### src/rtl/fib_seq_pkg.sv
// fib_seq_pkg: shared state encoding and default sizes for fib_seq_engine.
// Optional modular mode is enabled with FIB_SEQ_MOD_EN.
package fib_seq_pkg;

  typedef enum logic [1:0] {
    IDLE,
    RUN,
    DONE
  } fib_state_e;

  localparam int FIB_WIDTH = 64;
  localparam int FIB_NW    = 8;

endpackage

### src/rtl/fib_seq_engine_step.sv
// fib_step_add: one sequence step, next = a + b with carry.
// With FIB_SEQ_MOD_EN the sum is reduced once by m (m == 0: no reduction).
module fib_step_add
  import fib_seq_pkg::*;
#(
  parameter int WIDTH = FIB_WIDTH
) (
  input  logic [WIDTH-1:0] a_i,
  input  logic [WIDTH-1:0] b_i,
`ifdef FIB_SEQ_MOD_EN
  input  logic [WIDTH-1:0] m_i,
`endif
  output logic [WIDTH-1:0] sum_o,
  output logic             carry_o
);

  logic [WIDTH:0] s;

  assign s = {1'b0, a_i} + {1'b0, b_i};

`ifdef FIB_SEQ_MOD_EN
  logic m_zero;
  logic red;

  assign m_zero  = (m_i == '0);
  assign red     = !m_zero && (s >= {1'b0, m_i});
  // s - m < 2**WIDTH when seeds < m, so the low bits are exact
  assign sum_o   = red ? (s[WIDTH-1:0] - m_i) : s[WIDTH-1:0];
  // with reduction active the carry is meaningless, so only m == 0 reports it
  assign carry_o = m_zero & s[WIDTH];
`else
  assign sum_o   = s[WIDTH-1:0];
  assign carry_o = s[WIDTH];
`endif

endmodule

### src/rtl/fib_seq_engine.sv
// fib_seq_engine: request/response engine returning term n of x(i)=x(i-1)+x(i-2).
// FIB_SEQ_MOD_EN adds req_mod and per-step modular reduction.
module fib_seq_engine
  import fib_seq_pkg::*;
#(
  parameter int WIDTH = FIB_WIDTH,
  parameter int NW    = FIB_NW
) (
  input  logic             clk,
  input  logic             rst,
  input  logic             req_valid,
  output logic             req_ready,
  input  logic [NW-1:0]    req_n,
  input  logic [WIDTH-1:0] req_x0,
  input  logic [WIDTH-1:0] req_x1,
`ifdef FIB_SEQ_MOD_EN
  input  logic [WIDTH-1:0] req_mod,
`endif
  output logic             resp_valid,
  input  logic             resp_ready,
  output logic [WIDTH-1:0] resp_data,
  output logic             resp_ovf,
  output logic             busy
);

  fib_state_e       state_q;
  logic [NW-1:0]    n_q;
  logic [NW-1:0]    cnt_q;
  logic [WIDTH-1:0] a_q;
  logic [WIDTH-1:0] b_q;
  logic             bc_q;
  logic             ovf_q;
  logic [WIDTH-1:0] data_q;
  logic             rovf_q;
  logic [WIDTH-1:0] sum_d;
  logic             carry_d;
`ifdef FIB_SEQ_MOD_EN
  logic [WIDTH-1:0] m_q;
`endif

  fib_step_add #(
    .WIDTH(WIDTH)
  ) u_step (
    .a_i    (a_q),
    .b_i    (b_q),
`ifdef FIB_SEQ_MOD_EN
    .m_i    (m_q),
`endif
    .sum_o  (sum_d),
    .carry_o(carry_d)
  );

  assign req_ready  = (state_q == IDLE);
  assign resp_valid = (state_q == DONE);
  assign busy       = (state_q != IDLE);
  assign resp_data  = data_q;
  assign resp_ovf   = rovf_q;

  // Sequencer: accept, step a/b until cnt reaches n, then hold the result.
  always_ff @(posedge clk or posedge rst) begin
    if (rst) begin
      state_q <= IDLE;
      n_q     <= '0;
      cnt_q   <= '0;
      a_q     <= '0;
      b_q     <= '0;
      bc_q    <= 1'b0;
      ovf_q   <= 1'b0;
      data_q  <= '0;
      rovf_q  <= 1'b0;
`ifdef FIB_SEQ_MOD_EN
      m_q     <= '0;
`endif
    end else begin
      unique case (state_q)
        IDLE: begin
          if (req_valid) begin
            n_q     <= req_n;
            a_q     <= req_x0;
            b_q     <= req_x1;
            cnt_q   <= '0;
            bc_q    <= 1'b0;
            ovf_q   <= 1'b0;
`ifdef FIB_SEQ_MOD_EN
            m_q     <= req_mod;
`endif
            state_q <= RUN;
          end
        end
        RUN: begin
          if (cnt_q == n_q) begin
            data_q  <= a_q;
            rovf_q  <= ovf_q;
            state_q <= DONE;
          end else begin
            // carry of b only counts once b becomes the reported term a
            b_q   <= sum_d;
            bc_q  <= carry_d;
            a_q   <= b_q;
            ovf_q <= ovf_q | bc_q;
            cnt_q <= cnt_q + 1'b1;
          end
        end
        DONE: begin
          if (resp_ready) state_q <= IDLE;
        end
        default: state_q <= IDLE;
      endcase
    end
  end

endmodule
### config.mk
export PLATFORM = sky130hd
export DESIGN_NAME = fib_seq_engine
export DESIGN_NICKNAME = d
export VERILOG_FILES = /design/src/rtl/fib_seq_pkg.sv /design/src/rtl/fib_seq_engine_step.sv /design/src/rtl/fib_seq_engine.sv
export SDC_FILE = /design/constraint.sdc
export NUM_CORES = 1
export LEC_CHECK = 0
export CAP_MARGIN = 10
export CORE_UTILIZATION = 45
export CTS_CLUSTER_SIZE = 24
export DETAILED_ROUTE_END_ITERATION = 6
export GPL_TIMING_DRIVEN = 0
export PLACE_DENSITY_LB_ADDON = 0.25
export SLEW_MARGIN = 5
export SYNTH_ARGS = -nofsm -noshare
export SYNTH_HDL_FRONTEND = slang
export SYNTH_SLANG_ARGS = --single-unit
### constraint.sdc
create_clock -name clk -period 9.85 [get_ports clk]
set_input_delay 1.97 -clock clk [delete_from_list [all_inputs] [get_ports clk]]
set_output_delay 1.97 -clock clk [all_outputs]
set_load 0.005 [all_outputs]
==> out/results.ini, run 1 <==
[floorplanning]
core_area_um2 = 26800
dieHeight_um = 167
fp.dieArea_um2 = 27900
io_pins = 208
row_count = 60
die_x_um = 167
start_util_pct = 45.7

[setup_path]
critical_path_class = in -> reg
cp-start-kind = input port
cpMaxStageDelayCell = clkbuf_1
end_kind = flip-flop
cpMostUsedCell = clkbuf_1
ff2ff_setup_slack_ps = 6110
cp_slowest_stage_delay_ps = 640
r2r-start = a_q[0]
r2r.worst_path.cells = 12
crit_chain = clkdlybuf4s50_1, and2_1, clkbuf_1, nor2_1, clkbuf_1, clkbuf_1, a22oi_1, o21ai_1
critPathMaxFanout = 10
crit_arrival_ps = 4500
r2r-end = b_q[60]
required_ps = 10300

[cells_and_area]
fillers = 2424
final_nets = 1757
area_delta_synth_final_pct = 27.4
layoutNonFillerInstCount = 1910
post-route-cell-area_um2 = 15600
drive_gt1_share_pct = 7.78

[clocking]
insertion_delay_ps = 530
h-tree-depth = 1
clockBufferDepth = 3
hold_buffers = 0
clkTransAtPathRegs_ps = 60
numCtsBuffers = 25
cts-root-buf = clkbuf_16
ctsResizeCount = 0
cts_tree = yes
post_cts_buffers = 0
clock-sinks = 213

[placed_design]
dp.cells = 1865
gp_congestion = 0.922
dpl_cell_area_um2 = 14800
hpwlAfterDp_um = 26500
port_buffers = 207

[synthesis]
syn_area_um2 = 12200
ys_ff_latch = 213
yosys_warnings = 0
syn_nets = 1522
synthArstFlopShare_pct = 100
ys_seq_area_share_pct = 43.5
syn_inst = 1316
ys_types = 62
syn_area_per_cell_um2 = 9.31
ys.flop_type = dfrtp_1
synth_edf_count = 0

[sta]
post-route-period-util_pct = 41.2
slew_headroom_pct = 26.0
finalClockSkew_ps = 16.7
min_period_ps = 4060
setup_viol = 0
max_slew.worst_pin.slew_ps = 1100
max_freq_mhz = 247
finalHoldViolations = 0
rsz0062_at_grt = false
slew_viol_final = 0

[routing]
vias = 10917
firstDrtPassIters = 5
wl_um = 35400
wl_per_cell_um = 18.5
drt_iter0_markers = 843
drc = 0
routed_via_density = 5.72
postRouteAntennaNets = 0

[global_routing]
grt_pass1_vias = 10805
grt_overflow = 0
grt_pass1_wl_um = 57100
gr-usage-all-layers_pct = 25.4
antenna_found_initial = 1
grt_max_degree = 110

[power]
power_leakage_uw = 0.00680
ir_worst_vdd_v = 0.000150
p_per_area_nw_per_um2 = 435

[worst_hold_path]
hold_depth = 2
hp-start = n_q[4]
min_to = n_q[4]
worstHoldPathType = reg -> reg

[job]
cap_viol_max_count = 0

[status]
outcome = finished, final reports clean

synth_stat cells, drive strengths merged (2+ instances only):
cell / number / share of area (%)
a211o: 3 / 0.21
a211oi: 8 / 0.49
a21boi: 3 / 0.18
a21o: 16 / 0.98
a21oi: 79 / 3.3
a221o: 7 / 0.57
a221oi: 3 / 0.27
a22oi: 102 / 6.3
a31o: 3 / 0.21
a31oi: 28 / 1.5
a32oi: 2 / 0.14
a41oi: 2 / 0.20
and2: 7 / 0.36
and3: 7 / 0.36
and4: 3 / 0.21
buf: 7 / 0.27
clkbuf: 71 / 2.2
dfrtp: 213 / 44
ha: 65 / 6.6
inv: 23 / 0.70
mux2: 66 / 6.1
nand2: 227 / 7.0
nand2b: 3 / 0.15
nand3: 18 / 0.74
nand4: 22 / 1.1
nor2: 76 / 2.3
nor2b: 9 / 0.46
nor3: 6 / 0.25
nor4: 7 / 0.36
o2111ai: 2 / 0.14
o211a: 5 / 0.47
o211ai: 6 / 0.37
o21a: 2 / 0.12
o21ai: 109 / 4.5
o21bai: 13 / 0.80
o31ai: 5 / 0.31
or2: 3 / 0.15
or3: 2 / 0.10
or4: 2 / 0.12
xnor2: 38 / 2.7
xor2: 31 / 2.2
power by group:
part	leakage, µW	switching [µW]	internal (µW)
clock network	0.000406	373	556
registers	0.00262	346	1360
logic	0.00378	2380	1780
total	0.00680	3100	3690
cells by family after synthesis:
kind of cell,Yosys count,share of synthesized area [%]
buffers and inverters,101,3.15
muxes,67,6.15
adders and majority gates,66,6.80
AOI/OAI and AO/OA,406,21.6
DFF,213,43.5
and+or+nand+nor,394,13.8
xor gates and xnor gates,69,4.94
final cells by class:
cell class,instances,area (µm²),share of cell area [%]
clock inverters,10,114,0.730
flip-flops and latches,213,5330,34.2
repair buffers,208,2100,13.5
plain buffers,78,299,1.92
clock buffers,34,709,4.55
well taps,341,427,2.73
multi-input cells,1002,6530,41.8
diodes,1,2.50,0.0160
inverters,23,93.8,0.601
registers in the layout (all words and copies together), names as in the netlist:
| signal | cells |
|---|---|
| a_q | 64 |
| b_q | 64 |
| bc_q | 1 |
| cnt_q | 8 |
| n_q | 8 |
| ovf_q | 1 |
| resp_data | 64 |
| resp_ovf | 1 |
| state_q | 2 |
cells in the final DEF (no fill, tap or decap), types with 27 or more instances in the layout:
cell	instances
a22oi_1	102
clkdlybuf4s50_1	207
a21oi_1	78
clkbuf_1	75
nand2_1	227
ha_1	65
mux2_2	66
dfrtp_1	213
nor2_1	76
o21ai_0	49
xor2_1	31
o21ai_1	60
a31oi_1	27
xnor2_1	38
stage by stage:
stage / utilization (%) / power, µW / setup slack [ps] / setup TNS [ps] / hold WS [ps]
floorplan: - / 4600 / 2060 / 0 / 459
global placement: 55.0 / 5730 / -851 / -177390 / 487
detailed placement: 55.1 / 5820 / 5270 / 0 / 488
CTS: 58.2 / 6780 / 5790 / 0 / 503
global route: 58.2 / 7400 / 5610 / 0 / 520
finish: 58.2 / 6790 / 5790 / 0 / 499
metal layers:
layer	part of all wire [%]	GRT usage [%]	vias up	routed length, µm
met1	46	35.1	5260	16100
met3	5.2	3.78	62	1850
met5	0	0	-	0
met4	3.0	7.93	0	1060
li1	-	-	5257	-
met2	46	41.2	338	16300
critical path: cells and delay by family:
family	cells	cell delay, ps
AOI/OAI and AO/OA	2	270
and+or+nand+nor	2	450
buffers and inverters	4	1810
how the worst max path moves through the flow:
stage	from	depth (start not counted)	endpoint
after CTS	req_valid	8	b_q[46]
after detailed placement	req_valid	8	b_q[46]
after global routing	req_valid	8	b_q[55]
after global placement	rst	2	resp_data[62]
after floorplan	rst	1	a_q[0]
final	req_valid	8	b_q[46]
(Power assumes the default switching activity.)
==> run 2, diff against run 1 <==
==> constraint.sdc (replaced) <==
create_clock -name clk -period 4.1 [get_ports clk]
set_input_delay 0.82 -clock clk [delete_from_list [all_inputs] [get_ports clk]]
set_output_delay 0.82 -clock clk [all_outputs]
set_load 0.005 [all_outputs]
==> run 2 against run 1 <==
  * Worst setup slack worse by 5500 ps
  * Non-clock buffer count up 5
  * Critical path depth up 4
  * Worst hold slack better by 2.6 ps
  * Flip-flop and latch count unchanged
  * Register-to-register slack worse by 5800 ps
  * Final cell count unchanged
  * Largest cell class unchanged
  * Largest power group unchanged
  * Highest routed layer unchanged
==> out/results.ini, run 2 (synthesis gave the netlist of run 1 again) <==
[floorplanning]
start_util_pct = 45.7  ; unchanged
io_pins = 208  ; unchanged
fp.dieArea_um2 = 27900  ; unchanged
core_area_um2 = 26800  ; unchanged
dieHeight_um = 167  ; unchanged
row_count = 60  ; unchanged
die_x_um = 167  ; unchanged

[setup_path]
critical_path_class = reg -> reg  ; was in -> reg
endpoint = b_q[60]  ; was b_q[46]
r2r.worst_path.cells = 12  ; unchanged
end_kind = flip-flop  ; unchanged
crit_arrival_ps = 4170  ; was 4500 ps
cp-start-kind = flip-flop  ; was input port
r2r-start = a_q[0]  ; unchanged
r2r-end = b_q[60]  ; unchanged
cp-startpoint = a_q[0]  ; was req_valid
required_ps = 4490  ; was 10300 ps
ff2ff_setup_slack_ps = 320  ; was 6110 ps
critPathMaxFanout = 5  ; was 10

[sta]
slew_headroom_pct = 30.3  ; was 26.0%
max_slew.worst_pin.slew_ps = 1040  ; was 1100 ps
slew_viol_final = 0  ; unchanged
post-route-period-util_pct = 92.2
final.setup.worst_slack_ps = 318  ; was 5790 ps
max_freq_mhz = 264
rsz0062_at_grt = false  ; unchanged
hold_slack_ps = 502  ; was 499 ps
setup_viol = 0  ; unchanged
finalHoldViolations = 0  ; unchanged
min_period_ps = 3780
finalClockSkew_ps = 10.3  ; was 16.7 ps

[routing]
drc = 0  ; unchanged
postRouteAntennaNets = 0  ; unchanged
drt_iter0_markers = 1039  ; was 843
vias = 11060  ; was 10917
wl_um = 35800  ; was 35400 µm
wl_per_cell_um = 18.7  ; was 18.5 µm
routed_via_density = 5.79  ; was 5.72
firstDrtPassIters = 6  ; was 5

[power]
p_per_area_nw_per_um2 = 1040  ; was 435 nW/µm²
power_leakage_uw = 0.00682  ; was 0.00680 µW
ir_worst_vdd_v = 0.000431  ; was 0.000150 V

[clocking]
ctsResizeCount = 0  ; unchanged
insertion_delay_ps = 520  ; was 530 ps
numCtsBuffers = 23  ; was 25
clkTransAtPathRegs_ps = 60  ; about the same
h-tree-depth = 1  ; unchanged
clockBufferDepth = 3  ; unchanged
clock-sinks = 213  ; unchanged
cts-root-buf = clkbuf_16  ; unchanged
hold_buffers = 0  ; unchanged
post_cts_buffers = 0  ; unchanged
cts_tree = yes  ; unchanged

[cells_and_area]
final_common_cell = nand2_1  ; unchanged
regArea_um2 = 5330  ; unchanged
final_cell_mix = nand2_1 (227), dfrtp_1 (213), clkdlybuf4s50_1 (207)  ; unchanged
final_nets = 1760  ; was 1757
layoutNonFillerInstCount = 1910  ; unchanged
drive_gt1_share_pct = 7.97  ; was 7.78%
post-route-cell-area_um2 = 15600  ; about the same
fillers = 2375  ; was 2424
area_delta_synth_final_pct = 27.7  ; was 27.4%
multiInputGateArea_um2 = 6530  ; unchanged
finish.utilization_pct = 58.4  ; was 58.2%

[placed_design]
port_buffers = 207  ; unchanged
dp.cells = 1870  ; was 1865
gp_congestion = 0.936  ; was 0.922
dp_slack_ps = 417  ; was 5270 ps
hpwlAfterDp_um = 27000  ; was 26500 µm
dpl_cell_area_um2 = 14900  ; was 14800 µm²

[global_routing]
gr-usage-all-layers_pct = 25.5  ; was 25.4%
grt_pass1_wl_um = 57300  ; was 57100 µm
grt_pass1_vias = 10777  ; was 10805
grt_overflow = 0  ; unchanged
antenna_found_initial = 1  ; unchanged
grt_max_degree = 41  ; was 110

[job]
cap_viol_max_count = 0  ; unchanged

[status]
outcome = finished, final reports clean  ; unchanged

[worst_hold_path]
worstHoldPathType = reg -> reg  ; unchanged

[run 2: critical path, stage by stage (launching register included)]
cell and delay [ps]:
dfrtp_1 400, ha_1 250, fa_1 420, a21oi_1 260, o211a_1 270, nor4_1 100
o31a_1 300, o2111ai_1 360, o21ai_1 150, a31o_2 260, a31oi_1 440, nor4_1 90
or3_1 350
[run 2: worst min path at each step]
stage,from,endpoint,slack (ps),depth (start not counted)
finish,n_q[6],n_q[6],500,2
global route,rst,resp_data[30],520,2
CTS,n_q[6],n_q[6],500,2
detailed placement,resp_data[34],resp_data[34],490,1
global placement,n_q[4],n_q[4],490,2
floorplan,ovf_q,ovf_q,460,2
[run 2: final cells by class]
cell class,count,area share (%)
Multi-Input combinational cell,1002,41.7
Buffer,78,1.91
Clock buffer,28,4.06
Clock inverter,11,0.880
Inverter,23,0.576
Timing Repair Buffer,213,14.0
Sequential cell,213,34.1
Antenna cell,1,0.0160
Tap cell,341,2.73
[run 2: through the flow]
step                TNS, ps  total power, µW
floorplan                 0            11000
global placement    -248940            13700
detailed placement        0            14000
CTS                       0            16200
global route              0            17700
finish                    0            16300
[run 2: routing by layer]
metal / up-vias / global-route usage (%) / wire length, µm
li1: 5251 / - / -
met1: 5356 / 35.5 / 16000
met2: 399 / 41.7 / 16600
met3: 54 / 3.33 / 2330
met4: 0 / 7.05 / 796
met5: - / 0 / 0
[run 2: report_power, final]
part / internal (µW) / leakage [µW] / switching [µW]
combinational: 4290 / 0.00381 / 5740
sequential: 3260 / 0.00262 / 842
clock: 1280 / 0.000388 / 878
